## config.mk

```make
export PLATFORM = sky130hd
export DESIGN_NAME = program_loader
export DESIGN_NICKNAME = d
export VERILOG_FILES = /design/src/rtl/program_loader_pkg.sv /design/src/rtl/program_loader_word_assembler.sv /design/src/rtl/program_loader.sv
export SDC_FILE = /design/constraint.sdc
export NUM_CORES = 1
export LEC_CHECK = 0
export ABC_AREA = 0
export CAP_MARGIN = 30
export CORE_MARGIN = 8
export CORE_UTILIZATION = 60
export CTS_BUF_LIST = sky130_fd_sc_hd__clkbuf_4
export DETAILED_ROUTE_END_ITERATION = 10
export GPL_TIMING_DRIVEN = 0
export PLACE_DENSITY = 0.82
export RECOVER_POWER = 100
export REMOVE_ABC_BUFFERS = 1
export SYNTH_ARGS = -nofsm -noshare
export SYNTH_HDL_FRONTEND = slang
export SYNTH_HIERARCHICAL = 1
export SYNTH_SLANG_ARGS = --single-unit
```

## constraint.sdc

```tcl
create_clock -name clk -period 7.1 [get_ports clk]
set_input_delay 0.71 -clock clk [delete_from_list [all_inputs] [get_ports clk]]
set_output_delay 0.71 -clock clk [all_outputs]
set_load 0.05 [all_outputs]
```

## src/rtl/program_loader_pkg.sv

```systemverilog
// rtl/program_loader_pkg.sv - shared types and constants for the program loader
//
// Purpose: loader FSM state encoding, default host handshake bytes and the
//          byte count of one little-endian stream field.
// Contents: loader_state_t, DEFAULT_ACK_BYTE, DEFAULT_DONE_BYTE, WORD_BYTES.
package program_loader_pkg;

  typedef enum logic [2:0] {
    RX_ICNT  = 3'd0,
    RX_INSTR = 3'd1,
    RX_DCNT  = 3'd2,
    RX_DATA  = 3'd3,
    ACK      = 3'd4,
    RUN      = 3'd5,
    DONE     = 3'd6
  } loader_state_t;

  localparam logic [7:0] DEFAULT_ACK_BYTE  = 8'hAA;
  localparam logic [7:0] DEFAULT_DONE_BYTE = 8'h55;
  localparam int         WORD_BYTES        = 4;

endpackage

```

## src/rtl/program_loader_word_assembler.sv

```systemverilog
// rtl/program_loader_word_assembler.sv - little-endian byte-to-word packer
//
// Purpose: collects four bytes into a 32-bit word, first byte in bits [7:0].
// Ports:
//   clk, rstn      clock, asynchronous active-low reset
//   clr_i          synchronous clear of the partial word and byte counter
//   byte_valid_i   byte_i is valid this cycle
//   byte_i         incoming byte
//   word_o         assembled word, valid while word_valid_o is high
//   word_valid_o   combinational pulse on the cycle the last byte arrives
module word_assembler
  import program_loader_pkg::*;
(
  input  logic        clk,
  input  logic        rstn,
  input  logic        clr_i,
  input  logic        byte_valid_i,
  input  logic [7:0]  byte_i,
  output logic [31:0] word_o,
  output logic        word_valid_o
);

  // Only the first three bytes need storage; the fourth is taken straight
  // from the input so the word is usable in the same cycle it completes.
  logic [23:0] shift_q;
  logic [1:0]  cnt_q;

  assign word_o       = {byte_i, shift_q};
  assign word_valid_o = byte_valid_i && (cnt_q == 2'(WORD_BYTES - 1));

  always_ff @(posedge clk or negedge rstn) begin
    if (!rstn) begin
      shift_q <= '0;
      cnt_q   <= '0;
    end else if (clr_i) begin
      shift_q <= '0;
      cnt_q   <= '0;
    end else if (byte_valid_i) begin
      shift_q <= {byte_i, shift_q[23:8]};
      cnt_q   <= cnt_q + 2'd1;
    end
  end

endmodule

```

## src/rtl/program_loader.sv

```systemverilog
// rtl/program_loader.sv - UART boot loader feeding instruction/data memories
//
// Purpose: parses a little-endian image (N, N instr words, M, M data words),
//          writes both memories, acks the host, runs the core until it
//          reports done, then reports DONE and waits for the next image.
// Ports:
//   clk, rstn                 clock, asynchronous active-low reset
//   rx_valid, rx_data         received byte strobe and value
//   tx_ready, tx_valid, tx_data  outgoing byte handshake
//   io_instr_we/addr          instruction memory write port
//   io_data_we/addr           data memory write port
//   io_wdata                  write word shared by both memories
//   core_gating_signal        high while the core runs
//   core_exec_done            core finished flag
//   loading                   high while receiving the image
module program_loader
  import program_loader_pkg::*;
#(
  parameter int         INSTR_ADDR_W = 14,
  parameter int         DATA_ADDR_W  = 16,
  parameter logic [7:0] ACK_BYTE     = DEFAULT_ACK_BYTE,
  parameter logic [7:0] DONE_BYTE    = DEFAULT_DONE_BYTE
) (
  input  logic                    clk,
  input  logic                    rstn,
  input  logic                    rx_valid,
  input  logic [7:0]              rx_data,
  input  logic                    tx_ready,
  output logic                    tx_valid,
  output logic [7:0]              tx_data,
  output logic                    io_instr_we,
  output logic [INSTR_ADDR_W-1:0] io_instr_addr,
  output logic                    io_data_we,
  output logic [DATA_ADDR_W-1:0]  io_data_addr,
  output logic [31:0]             io_wdata,
  output logic                    core_gating_signal,
  input  logic                    core_exec_done,
  output logic                    loading
);

  loader_state_t           state_q;
  logic [31:0]             instr_cnt_q;
  logic [31:0]             data_cnt_q;
  logic [31:0]             word_cnt_q;
  logic                    tx_valid_q;
  logic [7:0]              tx_data_q;
  logic                    instr_we_q;
  logic [INSTR_ADDR_W-1:0] instr_addr_q;
  logic                    data_we_q;
  logic [DATA_ADDR_W-1:0]  data_addr_q;
  logic [31:0]             wdata_q;
  logic                    gating_q;

  logic        rx_phase;
  logic [31:0] word;
  logic        word_valid;
  logic [31:0] word_cnt_inc;

  assign rx_phase     = (state_q == RX_ICNT) || (state_q == RX_INSTR) ||
                        (state_q == RX_DCNT) || (state_q == RX_DATA);
  assign word_cnt_inc = word_cnt_q + 32'd1;

  // Bytes outside the receive phase never reach the assembler, and the
  // clear keeps it empty so the next image starts on a field boundary.
  word_assembler u_word_assembler (
    .clk          (clk),
    .rstn         (rstn),
    .clr_i        (!rx_phase),
    .byte_valid_i (rx_valid && rx_phase),
    .byte_i       (rx_data),
    .word_o       (word),
    .word_valid_o (word_valid)
  );

  always_ff @(posedge clk or negedge rstn) begin
    if (!rstn) begin
      state_q      <= RX_ICNT;
      instr_cnt_q  <= '0;
      data_cnt_q   <= '0;
      word_cnt_q   <= '0;
      tx_valid_q   <= 1'b0;
      tx_data_q    <= '0;
      instr_we_q   <= 1'b0;
      instr_addr_q <= '0;
      data_we_q    <= 1'b0;
      data_addr_q  <= '0;
      wdata_q      <= '0;
      gating_q     <= 1'b0;
    end else begin
      instr_we_q <= 1'b0;
      data_we_q  <= 1'b0;
      case (state_q)
        RX_ICNT: if (word_valid) begin
          instr_cnt_q <= word;
          word_cnt_q  <= '0;
          state_q     <= (word == 32'd0) ? RX_DCNT : RX_INSTR;
        end
        RX_INSTR: if (word_valid) begin
          instr_we_q   <= 1'b1;
          instr_addr_q <= word_cnt_q[INSTR_ADDR_W-1:0];
          wdata_q      <= word;
          word_cnt_q   <= word_cnt_inc;
          if (word_cnt_inc == instr_cnt_q) begin
            state_q <= RX_DCNT;
          end
        end
        RX_DCNT: if (word_valid) begin
          data_cnt_q <= word;
          word_cnt_q <= '0;
          if (word == 32'd0) begin
            state_q    <= ACK;
            tx_valid_q <= 1'b1;
            tx_data_q  <= ACK_BYTE;
          end else begin
            state_q <= RX_DATA;
          end
        end
        RX_DATA: if (word_valid) begin
          data_we_q   <= 1'b1;
          data_addr_q <= word_cnt_q[DATA_ADDR_W-1:0];
          wdata_q     <= word;
          word_cnt_q  <= word_cnt_inc;
          if (word_cnt_inc == data_cnt_q) begin
            state_q    <= ACK;
            tx_valid_q <= 1'b1;
            tx_data_q  <= ACK_BYTE;
          end
        end
        ACK: if (tx_valid_q && tx_ready) begin
          tx_valid_q <= 1'b0;
          gating_q   <= 1'b1;
          state_q    <= RUN;
        end
        RUN: if (core_exec_done) begin
          gating_q   <= 1'b0;
          tx_valid_q <= 1'b1;
          tx_data_q  <= DONE_BYTE;
          state_q    <= DONE;
        end
        DONE: if (tx_valid_q && tx_ready) begin
          tx_valid_q <= 1'b0;
          word_cnt_q <= '0;
          state_q    <= RX_ICNT;
        end
        default: state_q <= RX_ICNT;
      endcase
    end
  end

  assign tx_valid           = tx_valid_q;
  assign tx_data            = tx_data_q;
  assign io_instr_we        = instr_we_q;
  assign io_instr_addr      = instr_addr_q;
  assign io_data_we         = data_we_q;
  assign io_data_addr       = data_addr_q;
  assign io_wdata           = wdata_q;
  assign core_gating_signal = gating_q;
  assign loading            = rx_phase;

endmodule

```

==> run summary <==
metal3 WL = 2070 µm
cell row count = 47
worst slew pin tran = 4.74 ns
TritonCTS clock tree = built
Top-Level Pins = 88
vias per std cell = 6.21
sequential fraction of the synthesis area = 48.4%
mux contribution to synthesized area = 13.0%
dpl cell area = 10900 µm²
Syn Std Cell Area = 9980 µm²
WP data arrival = 6.12 ns
Total Routing Usage GR = 24.8%
Hold Crit Class = register to register
total CTS buffers = 17
Synth Area in Compound Gates = 8.03%
Port Buf Inserts = 87
clock buffer depth = 2
Yosys reg bits = 193
DP Wirelength = 17600 µm
WL met1 = 10900 µm
setup violators final = 0
largest net degree at the start of global routing = 109
Layout area overhead = 10.6%
CP Launch Type = register
Worst Hold Depth = 2
Avg Cell Area, Syn = 10.4 µm²
DRC Markers = 0
EDFF count, synth = 0
Fmax = 0.179 GHz
die area = 21000 µm²
Detailed Routing Iterations Pass 1 = 7
Die Wd = 145 µm
outcome = finished, violations left
top_reg_cell synth = dfrtp_1
first-pass GRT wire length = 41900 µm
MaxCap Viol Count = 4
Switching Share = 40.3%
Crit path required time = 7.64 ns
FILL cells = 1267
antenna viol nets, final = 0
internal power = 1790 µW
Post-CTS Hold Buffers = 0
Pwr Density = 272 nW/µm²
cell with the most instances after synthesis = dfrtp_1
simple-gate share of the synthesized area = 16.6%
met2 wire length = 12100 µm
clock sinks = 193
ys async rst share = 100%
Power Total = 3000 µW
failing checks = max-capacitance violations, max-slew violations
Hold Fails Final Rpt = 0
root buf cell = clkbuf_4
post-synth top area share = 48.4%
DR vias = 7598
worst vdd ir = 0.000268 V
fin crit share = 78.7%
DR top layer = met4
vias in the first global route = 7529
Max Transition Viols Final = 167
Initial Utilization = 60.8%
Clock Skews = 0.0247 ns
Slew HR = -216%
sw power = 1210 µW
Clock Power Share = 19.3%
CORE AREA = 16400 µm²
CP Class = register to register
Yosys warnings = 6
Final GP Congestion = 0.944
final WL = 25700 µm
CTS H-tree depth = 4
xor/xnor share of the synthesized area = 8.96%
Syn Inst Count = 961
overall die height = 145 µm
combinational group share of total power = 30.2%
leading area contributor after synthesis = dfrtp_1
post-route design area = 11000 µm²
CP Capture Type = register
total grt overflow = 0
critical path fanouts, max = 32
LEAKAGE = 0.00531 µW
Reg power frac = 50.5%
largest family of logic cells by synthesized area = simple AND/OR/NAND/NOR gates
clock latency on the worst-skew pair = 0.62 ns
r2r worst-path depth = 8
list of most frequent post-synthesis cells = dfrtp_1 (193), nand2_1 (141), mux2_2 (90)
post-CTS sizing = 0
RSZ-0062 raised after global routing = false
Final #Nets = 1005
Yosys cell types = 63
WL/cell = 21.0 µm
clk slew on worst S/H paths = 0.16 ns
largest cells by area after synthesis = dfrtp_1 (48%), mux2_2 (10%), nand2_1 (5.3%)
Synth Area in Adders = 0.251%
1st-iter DRT viols = 842
final hold slack = 0.487 ns
Final min period = 5.58 ns
initial antenna violation count = 1
post-CTS setup buffer count = 0
layout cells sized above 1 = 13.9%
## worst paths after layout
| kind | from | endpoint | slack [ns] |
|---|---|---|---|
| max | state_q[2]$_DFFE_PN0P_ | word_cnt_q[7]$_DFFE_PN0P_ | 1.52 |
| min | io_wdata[25]$_DFFE_PN0P_ | io_wdata[25]$_DFFE_PN0P_ | 0.49 |
| max reg2reg | state_q[2]$_DFFE_PN0P_ | word_cnt_q[7]$_DFFE_PN0P_ | 1.52 |
| min reg2reg | io_wdata[25]$_DFFE_PN0P_ | io_wdata[25]$_DFFE_PN0P_ | 0.49 |
| max in group asynchronous | rstn | u_word_assembler/shift_q[20]$_DFFE_PN0P_ | 2.68 |
| min in group asynchronous | rstn | io_instr_we$_DFF_PN0_ | 1.76 |
## metrics by stage
| step | setup slack, ns | util, % | std cells | TNS (ns) |
|---|---|---|---|---|
| after global placement | -2.71 | 65.0 | 1183 | -613.05 |
| after CTS | 2.60 | 67.7 | 1221 | 0 |
| after global routing | 1.18 | 67.3 | 1223 | 0 |
| after floorplan | 1.43 | - | 876 | 0 |
| after detailed placement | 2.28 | 66.1 | 1190 | 0 |
| final | 1.52 | 67.3 | 1223 | 0 |
## flip-flops by register name, indices dropped and copies added, names as in the netlist, 2 cells and up
signal / cells
io_data_addr: 16
tx_data: 2
instr_cnt_q: 32
io_instr_addr: 14
u_word_assembler/shift_q: 24
io_wdata: 32
word_cnt_q: 32
state_q: 3
data_cnt_q: 32
u_word_assembler/cnt_q: 2
## routing by layer
metal	GRT usage, %	vias up
met5	0	-
met4	9.78	0
met3	5.22	53
met2	38.2	346
met1	33.6	3785
li1	-	3414
## worst max-delay path, cell delays in order, from the launching register on
cell and delay (ns):
dfrtp_1 0.67, clkbuf_1 0.77, nor2b_1 0.65, buf_16 0.35, and2_0 0.18, nor2b_1 0.21, a21oi_1 2.07, o21ai_0 0.36
o21ai_0 0.21
## final cells by class
type	instances	area, µm²	share of cell area, %
repair buffers	95	970	8.79
inverters	8	30.0	0.272
clock inverters	14	131	1.19
well taps	220	275	2.49
flip-flops and latches	193	4830	43.8
multi-input cells	675	4670	42.3
clock buffers	17	128	1.16
diodes	1	2.50	0.0227
## power by group through the flow
stage	Sequential [µW]	Combinational (µW)	Clock, µW
floorplan	1660	419	0
global placement	1540	887	0
detailed placement	1540	947	0
CTS	1510	952	587
global route	1540	984	626
finish	1520	909	579
## cell families after synthesis
family	Yosys count
buffers and inverters	93
adder cells (fa/ha/maj)	2
flip-flops	193
multiplexers	118
AO/OA/AOI/OAI	123
AND/OR/NAND/NOR	341
XOR/XNOR	91
## placed cells by master (no fill, tap or decap), types with 4 or more instances in the layout
master,count
and4_1,6
clkbuf_4,17
dfrtp_1,193
inv_1,8
dlygate4sd3_1,75
a31oi_1,4
nor3_1,14
clkdlybuf4s50_1,11
mux2i_1,28
nand3_1,22
and3_1,7
and2_1,4
or4_1,5
nand2_1,140
nand4_1,25
clkinv_2,4
nor4_1,24
o211ai_1,4
clkbuf_1,5
xor2_1,25
nor2_1,69
inv_6,4
xnor3_1,7
xnor2_1,59
o21ai_0,52
mux2_2,89
nor2b_1,4
a21oi_1,11
o31ai_1,20
Power figures use the tool's default switching activity.
